[src/rtl/fifo_wr_pkt_ctrl_if.sv]
// Ingress AXI-Stream beat bundle for the Ethernet RX FIFO write-side packet controller.
// There is no tready: the MAC receive path cannot be stalled.
interface fifo_wr_pkt_ctrl_if #(
    parameter int DATA_WIDTH = 8
);
    logic [DATA_WIDTH-1:0] tdata;
    logic                  tvalid;
    logic                  tlast;
    logic                  tuser;

    modport master (
        output tdata,
        output tvalid,
        output tlast,
        output tuser
    );

    modport slave (
        input tdata,
        input tvalid,
        input tlast,
        input tuser
    );
endinterface

[src/rtl/fifo_wr_pkt_ctrl.sv]
// Write-side packet controller for the Ethernet RX async FIFO: commits good frames, rolls back bad,
// oversize or overflowing ones. Statistics counters exist only when FIFO_WR_CTRL_STATS_EN is defined.
module fifo_wr_pkt_ctrl #(
    parameter int DATA_WIDTH      = 8,
    parameter int MAX_FRAME_BEATS = 1518
) (
    input  logic                  clk,
    input  logic                  reset_n,
    fifo_wr_pkt_ctrl_if.slave     s_axis,
    input  logic                  fifo_full,
    input  logic                  fifo_almost_full,
    output logic                  fifo_wr_en,
    output logic [DATA_WIDTH-1:0] fifo_wr_data,
    output logic                  fifo_latch_addr,
    output logic                  fifo_drop_pckt,
    output logic [31:0]           good_frames,
    output logic [31:0]           dropped_frames,
    output logic [31:0]           overflow_frames
);

    localparam int                BCNT_W  = $clog2(MAX_FRAME_BEATS + 1);
    localparam logic [BCNT_W-1:0] MAX_CNT = BCNT_W'(MAX_FRAME_BEATS);
    localparam logic [BCNT_W-1:0] ONE_CNT = BCNT_W'(1);

    typedef enum logic [1:0] {
        ST_IDLE  = 2'd0,
        ST_WRITE = 2'd1,
        ST_DROP  = 2'd2
    } state_t;

    state_t                state_r;
    state_t                state_nxt_s;
    logic [BCNT_W-1:0]     bcnt_r;
    logic [BCNT_W-1:0]     bcnt_nxt_s;
    logic                  valid_r;
    logic [DATA_WIDTH-1:0] data_r;
    logic                  last_r;
    logic                  user_r;
    logic                  wr_en_s;
    logic                  latch_s;
    logic                  drop_s;

    // Input stage: every decision is taken on the registered beat.
    always_ff @(posedge clk or negedge reset_n) begin
        if (!reset_n) begin
            valid_r <= 1'b0;
            data_r  <= {DATA_WIDTH{1'b0}};
            last_r  <= 1'b0;
            user_r  <= 1'b0;
        end else begin
            valid_r <= s_axis.tvalid;
            data_r  <= s_axis.tdata;
            last_r  <= s_axis.tlast;
            user_r  <= s_axis.tuser;
        end
    end

    // State and beat-count register.
    always_ff @(posedge clk or negedge reset_n) begin
        if (!reset_n) begin
            state_r <= ST_IDLE;
            bcnt_r  <= {BCNT_W{1'b0}};
        end else begin
            state_r <= state_nxt_s;
            bcnt_r  <= bcnt_nxt_s;
        end
    end

    // Next-state and write-port control for the registered beat.
    always_comb begin
        state_nxt_s = state_r;
        bcnt_nxt_s  = bcnt_r;
        wr_en_s     = 1'b0;
        latch_s     = 1'b0;
        drop_s      = 1'b0;
        case (state_r)
            ST_IDLE: begin
                if (!valid_r) begin
                    state_nxt_s = ST_IDLE;
                end else if (fifo_almost_full || fifo_full) begin
                    // Not enough room to start a frame: reject it whole.
                    if (last_r) begin
                        drop_s      = 1'b1;
                        state_nxt_s = ST_IDLE;
                    end else begin
                        state_nxt_s = ST_DROP;
                    end
                end else begin
                    wr_en_s    = 1'b1;
                    bcnt_nxt_s = ONE_CNT;
                    if (last_r) begin
                        latch_s     = ~user_r;
                        drop_s      = user_r;
                        state_nxt_s = ST_IDLE;
                    end else begin
                        state_nxt_s = ST_WRITE;
                    end
                end
            end
            ST_WRITE: begin
                if (!valid_r) begin
                    state_nxt_s = ST_WRITE;
                end else if (fifo_full || (bcnt_r == MAX_CNT)) begin
                    if (last_r) begin
                        drop_s      = 1'b1;
                        state_nxt_s = ST_IDLE;
                    end else begin
                        state_nxt_s = ST_DROP;
                    end
                end else begin
                    wr_en_s    = 1'b1;
                    bcnt_nxt_s = bcnt_r + ONE_CNT;
                    if (last_r) begin
                        // A bad frame is still written; the rollback overrides that write.
                        latch_s     = ~user_r;
                        drop_s      = user_r;
                        state_nxt_s = ST_IDLE;
                    end else begin
                        state_nxt_s = ST_WRITE;
                    end
                end
            end
            ST_DROP: begin
                if (valid_r && last_r) begin
                    drop_s      = 1'b1;
                    state_nxt_s = ST_IDLE;
                end else begin
                    state_nxt_s = ST_DROP;
                end
            end
            default: begin
                state_nxt_s = ST_IDLE;
                bcnt_nxt_s  = {BCNT_W{1'b0}};
            end
        endcase
    end

    assign fifo_wr_en      = wr_en_s;
    assign fifo_wr_data    = data_r;
    assign fifo_latch_addr = latch_s;
    assign fifo_drop_pckt  = drop_s;

`ifdef FIFO_WR_CTRL_STATS_EN
    // Frame statistics; a drop without a write is always a full/oversize/reject drop.
    always_ff @(posedge clk or negedge reset_n) begin
        if (!reset_n) begin
            good_frames     <= 32'd0;
            dropped_frames  <= 32'd0;
            overflow_frames <= 32'd0;
        end else begin
            if (latch_s) begin
                good_frames <= good_frames + 32'd1;
            end
            if (drop_s) begin
                dropped_frames <= dropped_frames + 32'd1;
            end
            if (drop_s && !wr_en_s) begin
                overflow_frames <= overflow_frames + 32'd1;
            end
        end
    end
`else
    assign good_frames     = 32'd0;
    assign dropped_frames  = 32'd0;
    assign overflow_frames = 32'd0;
`endif

endmodule

[src/flat_wrapper.sv]
// flat-port wrapper written by rule: the top's interface ports become plain ports
module fifo_wr_pkt_ctrl_flat 
#(
    parameter int DATA_WIDTH      = 8,
    parameter int MAX_FRAME_BEATS = 1518
)
  (clk, reset_n, fifo_full, fifo_almost_full, fifo_wr_en, fifo_wr_data, fifo_latch_addr, fifo_drop_pckt, good_frames, dropped_frames, overflow_frames, s_axis_tdata, s_axis_tvalid, s_axis_tlast, s_axis_tuser);
  fifo_wr_pkt_ctrl_if #(.DATA_WIDTH(DATA_WIDTH)) s_axis_i ();
  input  logic clk;
  input  logic reset_n;
  input  logic fifo_full;
  input  logic fifo_almost_full;
  output logic fifo_wr_en;
  output logic [DATA_WIDTH-1:0] fifo_wr_data;
  output logic fifo_latch_addr;
  output logic fifo_drop_pckt;
  output logic [31:0] good_frames;
  output logic [31:0] dropped_frames;
  output logic [31:0] overflow_frames;
  input wire logic [$bits(s_axis_i.tdata)-1:0] s_axis_tdata;
  input wire logic [$bits(s_axis_i.tvalid)-1:0] s_axis_tvalid;
  input wire logic [$bits(s_axis_i.tlast)-1:0] s_axis_tlast;
  input wire logic [$bits(s_axis_i.tuser)-1:0] s_axis_tuser;
  assign s_axis_i.tdata = s_axis_tdata;
  assign s_axis_i.tvalid = s_axis_tvalid;
  assign s_axis_i.tlast = s_axis_tlast;
  assign s_axis_i.tuser = s_axis_tuser;
  fifo_wr_pkt_ctrl #(.DATA_WIDTH(DATA_WIDTH), .MAX_FRAME_BEATS(MAX_FRAME_BEATS)) u_core (.clk(clk), .reset_n(reset_n), .s_axis(s_axis_i), .fifo_full(fifo_full), .fifo_almost_full(fifo_almost_full), .fifo_wr_en(fifo_wr_en), .fifo_wr_data(fifo_wr_data), .fifo_latch_addr(fifo_latch_addr), .fifo_drop_pckt(fifo_drop_pckt), .good_frames(good_frames), .dropped_frames(dropped_frames), .overflow_frames(overflow_frames));
endmodule
[config.mk]
export PLATFORM = sky130hd
export DESIGN_NAME = fifo_wr_pkt_ctrl_flat
export DESIGN_NICKNAME = d
export VERILOG_FILES = /design/src/rtl/fifo_wr_pkt_ctrl_if.sv /design/src/rtl/fifo_wr_pkt_ctrl.sv /design/src/flat_wrapper.sv
export SDC_FILE = /design/constraint.sdc
export NUM_CORES = 1
export LEC_CHECK = 0
export CAP_MARGIN = 20
export CORE_ASPECT_RATIO = 1.25
export CORE_MARGIN = 2
export CORE_UTILIZATION = 36
export CTS_CLUSTER_SIZE = 25
export DETAILED_ROUTE_END_ITERATION = 6
export PLACE_DENSITY = 0.91
export SKIP_LAST_GASP = 1
export SYNTH_ARGS = -nofsm -noshare
export SYNTH_HDL_FRONTEND = slang
export SYNTH_SLANG_ARGS = --single-unit
[constraint.sdc]
create_clock -name clk -period 2.4 [get_ports clk]
set_input_delay 0.48 -clock clk [delete_from_list [all_inputs] [get_ports clk]]
set_output_delay 0.48 -clock clk [all_outputs]
set_load 0.05 [all_outputs]
==> results.md, run 1 <==
* Placed Cells incl. Taps at roughly 280
* Multi-input combinational cell area at about 870 um^2
* Area contributors post-synth: buf_4 (39%), dfrtp_1 (32%), a21oi_1 (2.2%)
* Post-route DRC at 0
* Post-route cell area at around 1900 um^2
* CTS Buf Count at 3
* IO Port Bufs at 25
* Prevailing post-synth register cell: dfrtp_1
* Largest net degree at the start of global routing at 25
* Synth async-reset ratio at 100%
* Outcome: completed
* Placer congestion estimate at between 0.7 and 0.8
* Leading area contributor after synthesis: buf_4
* Yosys reg bits at 24
* GR Overflow Total at 0
* Count leader, synth: buf_4
* Worst Hold Class: flip-flop to flip-flop
* Routed len/inst at approximately 9.4 um
* Clock Latency Late Sink at between 200 and 300 ps
* Hold Buf Count CTS at 0
* Core area at roughly 5000 um^2
* Seq/Total Area, Yosys at about a third
* Crit path max fanout at 4
* CTS tree: built
* CP cell instances: inv_1, ha_1, and4bb_2, nand4_1, a21o_1, and3b_1, buf_12
* Final setup fails at 0
* CP Launch Type: flip-flop
* Vias at between 1000 and 1500
* First-pass GRT wire length at 4.16 mm
* Max Fclk at 433 MHz
* Worst-margin pin slew at just over 500 ps
* Instance area at placement at 1840 um^2
* # IOs at between 100 and 150
* CTS max path bufs at 2
* Sink Count at 24
* Post-Syn Area at around 1900 um^2
* Fillcell total at 522
* Layout cells sized above 1 at under 10%
* Total GRT Usage at 9.39%
* Fin cells at roughly 290
* Fin Clk Skew at between 0.7 and 0.8 ps
* Worst Setup End Kind: output port
* Detail Placement HPWL at 2.16 mm
* WS Path Type: flip-flop to output port
* Slew margin rel. at between 60% and 70%
* Full die area at 5740 um^2
* Initial antenna violation count at 0
* Worst path slowest cell: dfrtp_1
* Post-Route WL at around 2.7 mm
* Crit-path leading delay family: simple AND/OR/NAND/NOR gates
* Die height at around 84 um
* Post-layout util at a little under two fifths
* Rows at 29
* Yosys warning count at 0
* Via density at about 4.1
* Final ANT Viol Nets at 0
* Max-Cap Viols at 0
* Top cells by count, synth: buf_4 (96), dfrtp_1 (24), nand2_1 (9)
* Initial cell density of the core at 37.0%
* Worst Path Required at approximately 1900 ps
* Sequential Area at between 600 and 700 um^2
* Pwr dens at approximately 600 nW/um^2
* Drt pass-1 iters at 4
* Final Critical Period at around 2300 ps
* Clock slew at reported path FFs at around 80 ps
* Fin. max-slew vios at 0
* Leak at 0.929 nW
* EDFF count, synth at 0
* Area Growth Syn to Fin at 2.36%
* CTS root buf: clkbuf_8
* Post-synth cell types at 37
* Yosys top cell area share at between 30% and 40%
* Syn Inst Count at 199
* Chip Width at between 60 and 70 um
* Final period util at 96.2%
* Nets at 245
* RSZ-0062 raised after global routing: true
* Post-Syn Area per Cell at between 9 and 10 um^2
* Max VDD drop at around 0.00037 V
* Final Power at around 1.2 mW
* Buf/Inv on CP at 2
* Htree depth at 1
* CP peak stage delay at approximately 400 ps
* Final Hold Viols at 0
* Ant diodes at 0
* DRT iter0 DRCs at 19
* Crit path DAT at 1830 ps
* Vias in the first global route at about 950
==> through the flow <==
| stage | setup WS [ps] | TNS, ps | hold slack (ps) |
|---|---|---|---|
| 4_1_cts | 12.8 | 0 | 558 |
| 6_report | 91.2 | 0 | 552 |
| 5_1_grt | -14.4 | -23.1 | 587 |
| 3_5_place_dp | 135 | 0 | 541 |
| 2_1_floorplan | 41.6 | 0 | 184 |
| 3_3_place_gp | 216 | 0 | 505 |
==> state kept, by name (all words and copies together), names as in the netlist <==
| signal | cells |
|---|---|
| u_core.bcnt_r | 11 |
| u_core.fifo_wr_data | 8 |
| u_core.last_r | 1 |
| u_core.state_r | 2 |
| u_core.user_r | 1 |
| u_core.valid_r | 1 |
==> cell usage in the layout (no fill, tap or decap), drive strengths merged <==
cell type / count
mux2: 3
or4: 4
clkdlybuf4s50: 22
mux2i: 1
a41oi: 1
o22ai: 1
nor2: 1
and2: 1
nor4b: 1
nand2b: 2
buf: 6
nand4bb: 1
nand2: 9
nor2b: 1
o2111ai: 2
dfrtp: 24
nand3b: 2
a41o: 1
a21oi: 8
and3b: 2
inv: 2
a21o: 2
o211ai: 3
nor3: 1
o21a: 1
nand4: 3
a31oi: 1
o21ai: 7
o21bai: 1
conb: 96
clkbuf: 3
and4bb: 1
nand3: 3
nor3b: 1
and4: 1
ha: 2
or3: 5
==> report_power, final <==
part           internal, mW  total, mW  leakage (nW)  switching, mW
logic                0.0800      0.488         0.603          0.408
registers             0.426      0.451         0.305         0.0248
clock network         0.112      0.232        0.0216          0.119
==> cells by family (layout without fill, tap and decap cells) <==
family	after synthesis	after routing	share of synthesized area, %
buffers and inverters	101	33	40.3
AND/OR/NAND/NOR	39	39	13.2
AO/OA/AOI/OAI	28	28	10.1
flip-flops	24	24	32.4
multiplexers	4	4	2.36
adder cells (fa/ha/maj)	2	2	1.35
other	1	96	0.203
==> path summary, 6_finish.rpt <==
check,startpoint,to,slack [ps],depth (start not counted)
max in group asynchronous,reset_n,u_core.bcnt_r[10]$_DFFE_PN0P_,1620,2
worst max-delay path,u_core.bcnt_r[0]$_DFFE_PN0P_,fifo_wr_en,90,7
worst min register to register,u_core.bcnt_r[10]$_DFFE_PN0P_,u_core.bcnt_r[10]$_DFFE_PN0P_,550,2
worst min-delay path,u_core.bcnt_r[10]$_DFFE_PN0P_,u_core.bcnt_r[10]$_DFFE_PN0P_,550,2
min in group asynchronous,reset_n,u_core.bcnt_r[1]$_DFFE_PN0P_,560,2
worst max register to register,u_core.bcnt_r[0]$_DFFE_PN0P_,u_core.bcnt_r[3]$_DFFE_PN0P_,550,6
==> tightest hold or removal path, stage by stage, from the launching register on <==
cell and delay [ps]:
dfrtp_1 370, o211ai_1 100, nand2_1 60
==> area by class of cell <==
class	count	share of cell area, %
Timing Repair Buffer	28	16.0
Inverter	2	0.396
Sequential cell	24	31.7
Tap cell	62	4.09
Clock buffer	3	2.18
Multi-Input combinational cell	169	45.7
==> routing by layer <==
metal | share of wire, % | GRT usage (%)
met5 | 0 | 0
met4 | 1.5 | 4.55
met3 | 10 | 2.82
met2 | 53 | 16.2
met1 | 36 | 10.1
==> timing repair <==
action | CTS | global route
gates resized for setup | 0 | 2
setup endpoints to repair | 0 | 3
setup buffers | 0 | 1
(Power assumes the default switching activity.)
==> inputs of run 2 (changes only) <==
Settings changed: PLACE_DENSITY 0.91 to 0.87.
==> results.md, run 2 (synthesis results as in run 1) <==
* Core area at about 5000 um^2
* Placer congestion estimate at ~0.8
* Post-route DRC at 0
* CTS max path bufs at 2
* Worst Path Required at 1920 ps
* Cell internal pwr at 0.655 mW
* Drt pass-1 iters at 4
* CTS root buf: clkbuf_8
* Final Power at about 1.2 mW
* Final ANT Viol Nets at 0
* Nets at roughly 250
* Layout cells sized above 1 at under 10%
* Max-Cap Viols at 0
* Initial antenna violation count at 0
* IO Port Bufs at 25
* Worst-margin pin slew at just over 500 ps
* Max VDD drop at between 0.0003 and 0.0004 V
* Commonest non-fill, non-tap cells in the layout: conb_1 (96), dfrtp_1 (24), clkdlybuf4s50_1 (22)
* CTS Buf Count at 3
* Metal2 WL at roughly 1.4 mm
* First-pass GRT wire length at 4.08 mm
* Max FFs per register at 11
* Worst Hold Class: input pin to asynchronous set/reset pin
* Area Growth Syn to Fin at 3.85%
* Post-Route M1 WL at ~960 um
* Vias at around 1200
* Leak at 0.947 nW
* Largest net degree at the start of global routing at 25
* Final period util at a little under 100%
* Via density at 3.99
* Final TNS setup at 0 ps
* Vias in the first global route at about 930
* Detail Placement HPWL at around 2.1 mm
* Rows at 29
* Fin Clk Skew at 6.30 ps
* CP Launch Type: flip-flop
* Highest routed layer: met4
* Post-Route WL at approximately 2.7 mm
* Crit path DAT at 1850 ps
* Crit path max fanout at 4
* Comb power frac at between 40 and 50%
* Ant diodes at 0
* CTS tree: built
* Outcome: completed
* Fin. max-slew vios at 0
* Sequential power share at between 30% and 40%
* Switching share of power at between 40% and 50%
* Hold Buf Count CTS at 0
* Final setup fails at 0
* Worst Setup End Kind: output port
* Post-layout util at between 30% and 40%
* Largest Register: u_core.bcnt_r
* Fin cells at around 290
* WS Path Type: flip-flop to output port
* Worst reg2reg setup slack at between 500 and 600 ps
* Routed len/inst at 9.40 um
* Switching pwr at 0.559 mW
* Most common cell after layout, fill and taps aside: conb_1
* Final Hold Viols at 0
* Clock share of power at between 20% and 30%
* Htree depth at 1
* Final Critical Period at 2330 ps
* Total GRT Usage at 9.01%
* Placed Cells incl. Taps at roughly 290
* Full die area at 5740 um^2
* Slew margin rel. at about two thirds
* Clock slew at reported path FFs at roughly 80 ps
* Chip Width at 68.2 um
* Clock Latency Late Sink at ~260 ps
* Sink Count at 24
* Met3 wire len at between 300 and 400 um
* DRT iter0 DRCs at 20
* GR Overflow Total at 0
* # IOs at 122
* Pwr dens at 631 nW/um^2
* Max Fclk at between 400 and 500 MHz
* Initial cell density of the core at between 30% and 40%
* Die height at roughly 84 um
## run 2: critical path, cell delays in order, from the launching register on
cell,delay [ps]
dfrtp_1,410
inv_1,70
ha_1,150
and4bb_2,270
nand4_1,110
a21o_1,210
and3b_1,210
buf_12,150
## run 2: final timing paths
kind / cells after the start / to / from
worst max-delay path: 7 / fifo_wr_en / u_core.bcnt_r[0]$_DFFE_PN0P_
worst min-delay path: 2 / u_core.valid_r$_DFF_PN0_ / reset_n
worst max register to register: 5 / u_core.bcnt_r[10]$_DFFE_PN0P_ / u_core.state_r[0]$_DFF_PN0_
worst min register to register: 2 / u_core.bcnt_r[10]$_DFFE_PN0P_ / u_core.bcnt_r[10]$_DFFE_PN0P_
max in group asynchronous: 2 / u_core.bcnt_r[0]$_DFFE_PN0P_ / reset_n
min in group clk: 2 / u_core.bcnt_r[10]$_DFFE_PN0P_ / u_core.bcnt_r[10]$_DFFE_PN0P_
## run 2: power by group through the flow
stage	clock network, mW	logic, mW	registers, mW
2_1_floorplan	0	0.507	0.474
3_3_place_gp	0	0.467	0.459
3_5_place_dp	0	0.473	0.461
4_1_cts	0.278	0.475	0.455
5_1_grt	0.298	0.517	0.456
6_report	0.268	0.493	0.452
## run 2: layout make-up
cell class	instances	area (um^2)
Sequential cell	24	601
Tap cell	62	77.6
Timing Repair Buffer	30	318
Clock buffer	4	55.1
Multi-Input combinational cell	169	865
Fill cell	495	3080
Inverter	2	7.51
## run 2: repair_timing
item / CTS / global route
pin swaps: 0 / 1
gates resized for setup: 1 / 0
endpoints found under the setup margin: 1 / 3
buffers inserted: 0 / 1
## run 2: through the flow
stage	area [um^2]	hold slack, ps	setup slack (ps)
after floorplan	2210	184	41.6
after global placement	1860	521	197
after detailed placement	1860	540	155
after CTS	1920	558	17.3
after global routing	1920	589	-8.83
final	1920	556	72.4
## run 2: metal layers
metal	track usage [%]	vias to the layer above
li1	-	546
met1	10.4	533
met2	15.7	81
met3	2.55	2
met4	2.73	0
met5	0	-
==> inputs of run 3 (changes only) <==
Settings changed: CORE_UTILIZATION 36 to 30, PLACE_DENSITY 0.87 to 0.76.
==> results.md, run 3 (synthesis results as in run 1) <==
* Outcome: completed
* Worst Setup End Kind: output port
* Chip Width at between 70 and 80 um
* Detail Placement HPWL at approximately 2.1 mm
* Max-Cap Viols at 0
* Die height at roughly 92 um
* Post-Route WL at about 2.6 mm
* Via density at between 3 and 4
* Full die area at 6820 um^2
* CTS tree: built
* Nets at about 250
* GR Overflow Total at 0
* First-pass GRT wire length at roughly 4.2 mm
* Final period util at 96.4%
* Max FFs per register at 11
* Max Fclk at about 430 MHz
* Pwr dens at 623 nW/um^2
* Fin cells at around 310
* CTS root buf: clkbuf_8
* Worst Path Required at between 1500 and 2000 ps
* Worst hold margin at approximately 550 ps
* Worst-margin pin slew at 510 ps
* Hold Buf Count CTS at 0
* CP Launch Type: flip-flop
* Post-route DRC at 0
* Reg2reg path depth at 6
* Vias at about 1200
* RSZ-0062 raised after global routing: false
* # IOs at roughly 120
* Final Critical Period at approximately 2300 ps
* CTS Buf Count at 3
* Rows at 32
* Commonest non-fill, non-tap cells in the layout: conb_1 (96), dfrtp_1 (24), clkdlybuf4s50_1 (22)
* Clock slew at reported path FFs at about 90 ps
* Htree depth at 1
* IO Port Bufs at 25
* Layout cells sized above 1 at between 7 and 8%
* Placer congestion estimate at ~0.78
* Crit path DAT at approximately 1800 ps
* Most common cell after layout, fill and taps aside: conb_1
* Worst hold stages at 2
* Leak at ~0.94 nW
* Fin. max-slew vios at 0
* Clock Latency Late Sink at 260 ps
* Max VDD drop at between 0.0005 and 0.0006 V
* Drt pass-1 iters at 3
* WS Path Type: flip-flop to output port
* Fin Clk Skew at 6.72 ps
* Crit path max fanout at 4
* Area Growth Syn to Fin at 4.59%
* CTS max path bufs at 2
* Final ANT Viol Nets at 0
* Final TNS setup at 0 ps
* Core area at a little over 6000 um^2
* Largest net degree at the start of global routing at 25
* Largest Register: u_core.bcnt_r
* DRT iter0 DRCs at 16
* Placed Cells incl. Taps at around 310
* Ant diodes at 0
* Routed len/inst at roughly 8.3 um
* Final setup fails at 0
* Vias in the first global route at approximately 950
* Worst Hold Class: flip-flop to flip-flop
* Initial cell density of the core at between 30% and 40%
* Slew margin rel. at 65.9%
* Initial antenna violation count at 0
* Sink Count at 24
* Total GRT Usage at 7.36%
* Final Hold Viols at 0
-- run 3: path summary, 6_finish.rpt --
path,from,slack [ps],to
setup / recovery,u_core.bcnt_r[0]$_DFFE_PN0P_,90,fifo_wr_en
hold / removal,u_core.bcnt_r[10]$_DFFE_PN0P_,550,u_core.bcnt_r[10]$_DFFE_PN0P_
setup reg to reg,u_core.bcnt_r[0]$_DFFE_PN0P_,530,u_core.bcnt_r[4]$_DFFE_PN0P_
hold reg to reg,u_core.bcnt_r[10]$_DFFE_PN0P_,550,u_core.bcnt_r[10]$_DFFE_PN0P_
max in group asynchronous,reset_n,1610,u_core.bcnt_r[7]$_DFFE_PN0P_
min in group asynchronous,reset_n,560,u_core.fifo_wr_data[2]$_DFF_PN0_
-- run 3: final cells by class --
type                    count  area [um^2]
well taps                  85          106
multi-input cells         169          865
clock buffers               4         55.1
repair buffers             28          303
inverters                   2         7.51
flip-flops and latches     24          601
fillers                   641         4150
-- run 3: routing by layer --
metal | vias to the layer above | wire length [um] | GRT usage, %
met5 | - | 0 | 0
met4 | 0 | 6 | 1.34
met3 | 2 | 297 | 2.42
met2 | 75 | 1400 | 13.3
met1 | 549 | 886 | 8.33
li1 | 542 | - | -
-- run 3: repair_timing --
item | 4_1_cts | 5_1_grt
cloned | 0 | 0
pin swaps | 0 | 1
buffers inserted | 0 | 1
setup endpoints to repair | 1 | 3
gates resized for setup | 1 | 0
-- run 3: worst max-delay path, cell delays in order (launching register included) --
cell and delay (ps):
dfrtp_1 410, inv_1 70, ha_1 140, and4bb_2 270
nand4_1 110, a21o_1 210, and3b_1 210, buf_12 150
-- run 3: power by group --
group	leakage, nW	internal (mW)	switching, mW
clock network	0.0288	0.146	0.125
registers	0.305	0.426	0.0245
logic	0.603	0.0796	0.405
total	0.937	0.652	0.555
-- run 3: through the flow --
stage / utilization [%] / cell area (um^2) / setup WS [ps] / power [mW]
3_5_place_dp: 30.7 / 1870 / 181 / 0.929
6_report: 31.8 / 1940 / 86.4 / 1.21
3_3_place_gp: 30.7 / 1870 / 217 / 0.924
5_1_grt: 31.8 / 1940 / 3.90 / 1.26
2_1_floorplan: - / 2210 / 41.6 / 0.982
4_1_cts: 31.7 / 1930 / 34.6 / 1.20
==> patch (flow settings as in run 1) <==
`MAX_FRAME_BEATS` is set to 1518 in 2 places; all go to 3036.
--- a/src/rtl/fifo_wr_pkt_ctrl.sv
+++ b/src/rtl/fifo_wr_pkt_ctrl.sv
@@ -3,5 +3,5 @@
 module fifo_wr_pkt_ctrl #(
     parameter int DATA_WIDTH      = 8,
-    parameter int MAX_FRAME_BEATS = 1518
+    parameter int MAX_FRAME_BEATS = 3036
 ) (
     input  logic                  clk,
--- a/src/flat_wrapper.sv
+++ b/src/flat_wrapper.sv
@@ -3,5 +3,5 @@
 #(
     parameter int DATA_WIDTH      = 8,
-    parameter int MAX_FRAME_BEATS = 1518
+    parameter int MAX_FRAME_BEATS = 3036
 )
   (clk, reset_n, fifo_full, fifo_almost_full, fifo_wr_en, fifo_wr_data, fifo_latch_addr, fifo_drop_pckt, good_frames, dropped_frames, overflow_frames, s_axis_tdata, s_axis_tvalid, s_axis_tlast, s_axis_tuser);
Behaviour: same outputs for any inputs over 10 cycles, from zero or initial values and one cycle with reset_n low; that may be too few to reach the edited logic, so the function may still have changed.
==> patch against run 1 <==
  * Register-to-register slack improved by 0.07 ns
  * Total power increased by 14%
  * Clock power increased by 11%
  * Cell area increased by 15%
  * Routed wire length increased by 22%
  * Area after synthesis increased by 4.6%
  * Sequential cell count increased by 1
  * Worst setup slack got worse by 0.025 ns
  * Critical path type unchanged
==> patch: results (changes against run 1) <==
stage	metric	value	unit	change
worst_setup_path	r2r_slack	0.62	ns	was 0.55 ns
worst_setup_path	r2r_cells	4		was 6
synth	synth_common_cells	97 x buf_4, 25 x dfrtp_1, 12 x a21oi_1		was 96 x buf_4, 24 x dfrtp_1, 9 x nand2_1
layout	final_nets	268		was 245
power_and_ir_drop	power.leakage	1.05	nW	was 0.929 nW
placement	dpl_worst_slack	0.0493	ns	was 0.135 ns
detailed_routing	drt_iter0_drc	39		was 19
timing	worst_pin_slew	0.505	ns	was 0.517 ns
layout	num_antenna_cells	0		unchanged
global_routing	grt_pass1_vias	1150		was 949
worst_hold_path	hold_class	in2async		was reg2reg
synth	synth.yosys.seq_area_share	32.3	%	was 32.4%
layout	top_register	u_core.bcnt_r		unchanged
timing	fin_skew	0.00368	ns	was 0.000711 ns
worst_setup_path	reg2reg_to	u_core.bcnt_r[11]		was u_core.bcnt_r[3]
clock_tree	cts_root_buffer	clkbuf_8		unchanged
placement	placement.cell_area	0.00196	mm²	was 0.00184 mm²
clock_tree	insertion_delay	0.27	ns	
global_routing	grt_usage	10.0	%	was 9.39%
synth	async_flop_share	100	%	unchanged
placement	io_buffers	25		unchanged
global_routing	grt_pass1_wl	4.91	mm	was 4.16 mm
global_routing	grt_max_degree	26		was 25
synth	ys.flop_type	dfrtp_1		unchanged
placement	dp_hpwl	2.35	mm	was 2.16 mm
worst_setup_path	crit_fanout	4		unchanged
worst_setup_path	worst-endpoint-arrival	1.85	ns	was 1.83 ns
detailed_routing	wirelength	3.29	mm	was 2.70 mm
worst_setup_path	worstReg2RegStart	u_core.state_r[1]		was u_core.bcnt_r[0]
layout	drive_above_1_share	15.6	%	was 7.08%
global_routing	grt_antenna_before_repair	0		unchanged
clock_tree	htree_num_levels	1		unchanged
layout	largest_reg_flops	12		was 11
synth	synth_cell_type_count	39		was 37
detailed_routing	firstDrtPassIters	4		unchanged
placement	place.gp.congestion	0.740		was 0.784
power_and_ir_drop	ir_drop	0.375	mV	was 0.367 mV
clock_tree	cts_buffer_depth	2		unchanged
clock_tree	clkTransAtPathRegs	0.09	ns	
synth	yosysWarnings	0		unchanged
outcome	run_status	completed		unchanged
detailed_routing	via_per_inst	4.19		was 4.13
clock_tree	numCtsBuffers	3		unchanged
synth	netlist_top_cells_area	buf_4 38%, dfrtp_1 32%, a21oi_1 3.1%		was buf_4 39%, dfrtp_1 32%, a21oi_1 2.2%
patch: changes by cell type after synthesis, moves of 2 or more:
cell	run 1	this run
nand2_1	9	7
a21oi_1	8	12
inv_1	2	6
nor4b_1	1	3
a21o_1	2	0
and3b_1	2	0
o31ai_1	0	5
mux2_2	3	0
nand4_1	3	1
and3_1	0	3
nor2_1	1	6
o211ai_1	3	0
patch: power breakdown:
group | leakage [nW] | internal, mW | total [mW] | switching [mW]
Combinational | 0.708 | 0.133 | 0.586 | 0.453
Clock | 0.0217 | 0.118 | 0.257 | 0.139
Sequential | 0.319 | 0.449 | 0.490 | 0.0408
patch: final cells by class:
type,count,area [µm²]
Clock buffer,3,41.3
Clock inverter,1,7.51
Fill cell,470,2940
Inverter,6,22.5
Multi-Input combinational cell,176,1000
Sequential cell,25,626
Tap cell,62,77.6
Timing Repair Buffer,39,398
patch: worst max-delay path by stage:
stage               cells past startpoint             start               to  slack [ns]
floorplan                               6  u_core.bcnt_r[0]   fifo_drop_pckt        0.02
global placement                        5         fifo_full  fifo_latch_addr         0.1
detailed placement                      5         fifo_full  fifo_latch_addr        0.05
CTS                                     7  u_core.bcnt_r[0]   fifo_drop_pckt       0.001
global route                            5  u_core.bcnt_r[5]   fifo_drop_pckt       -0.01
finish                                  5  u_core.bcnt_r[5]   fifo_drop_pckt        0.07
patch: critical path, stage by stage (launching register included):
cell,delay [ns]
dfrtp_1,0.42
nand4bb_4,0.27
nor3_4,0.23
nor4b_2,0.08
nor4b_2,0.26
bufbuf_16,0.32
patch: cells by family after synthesis:
logic type               after synthesis  share of synthesized area (%)
buffers and inverters                105                           39.2
AND/OR/NAND/NOR                       45                           14.6
AO/OA/AOI/OAI                         30                           10.7
flip-flops                            25                           32.3
adder cells (fa/ha/maj)                2                           1.29
multiplexers                           2                           1.29
other                                  1                          0.194
XOR/XNOR                               1                          0.452
patch: layer usage:
layer,GRT usage (%),wire length (µm),vias to the layer above,part of all wire (%)
li1,-,-,598,-
met1,9.51,1070,609,32
met2,19.5,1820,95,55
met3,2.47,336,6,10
met4,5.53,63,0,1.9
met5,0,0,-,0
patch: through the flow:
| step | hold WS (ns) | utilization, % | instances | setup TNS [ns] | power [mW] |
|---|---|---|---|---|---|
| floorplan | 0.184 | - | 306 | 0 | 1.05 |
| global placement | 0.545 | 38.4 | 299 | 0 | 1.00 |
| detailed placement | 0.557 | 38.4 | 299 | 0 | 1.01 |
| CTS | 0.578 | 41.2 | 307 | 0 | 1.32 |
| global route | 0.588 | 42.5 | 312 | -0.0127 | 1.39 |
| finish | 0.562 | 42.5 | 312 | 0 | 1.33 |
patch: timing repair:
action                     in CTS  in global routing
resized for setup              10                  6
cloned                          0                  0
pin swaps                       3                  4
setup endpoints to repair       1                  3
setup buffers                   4                  5
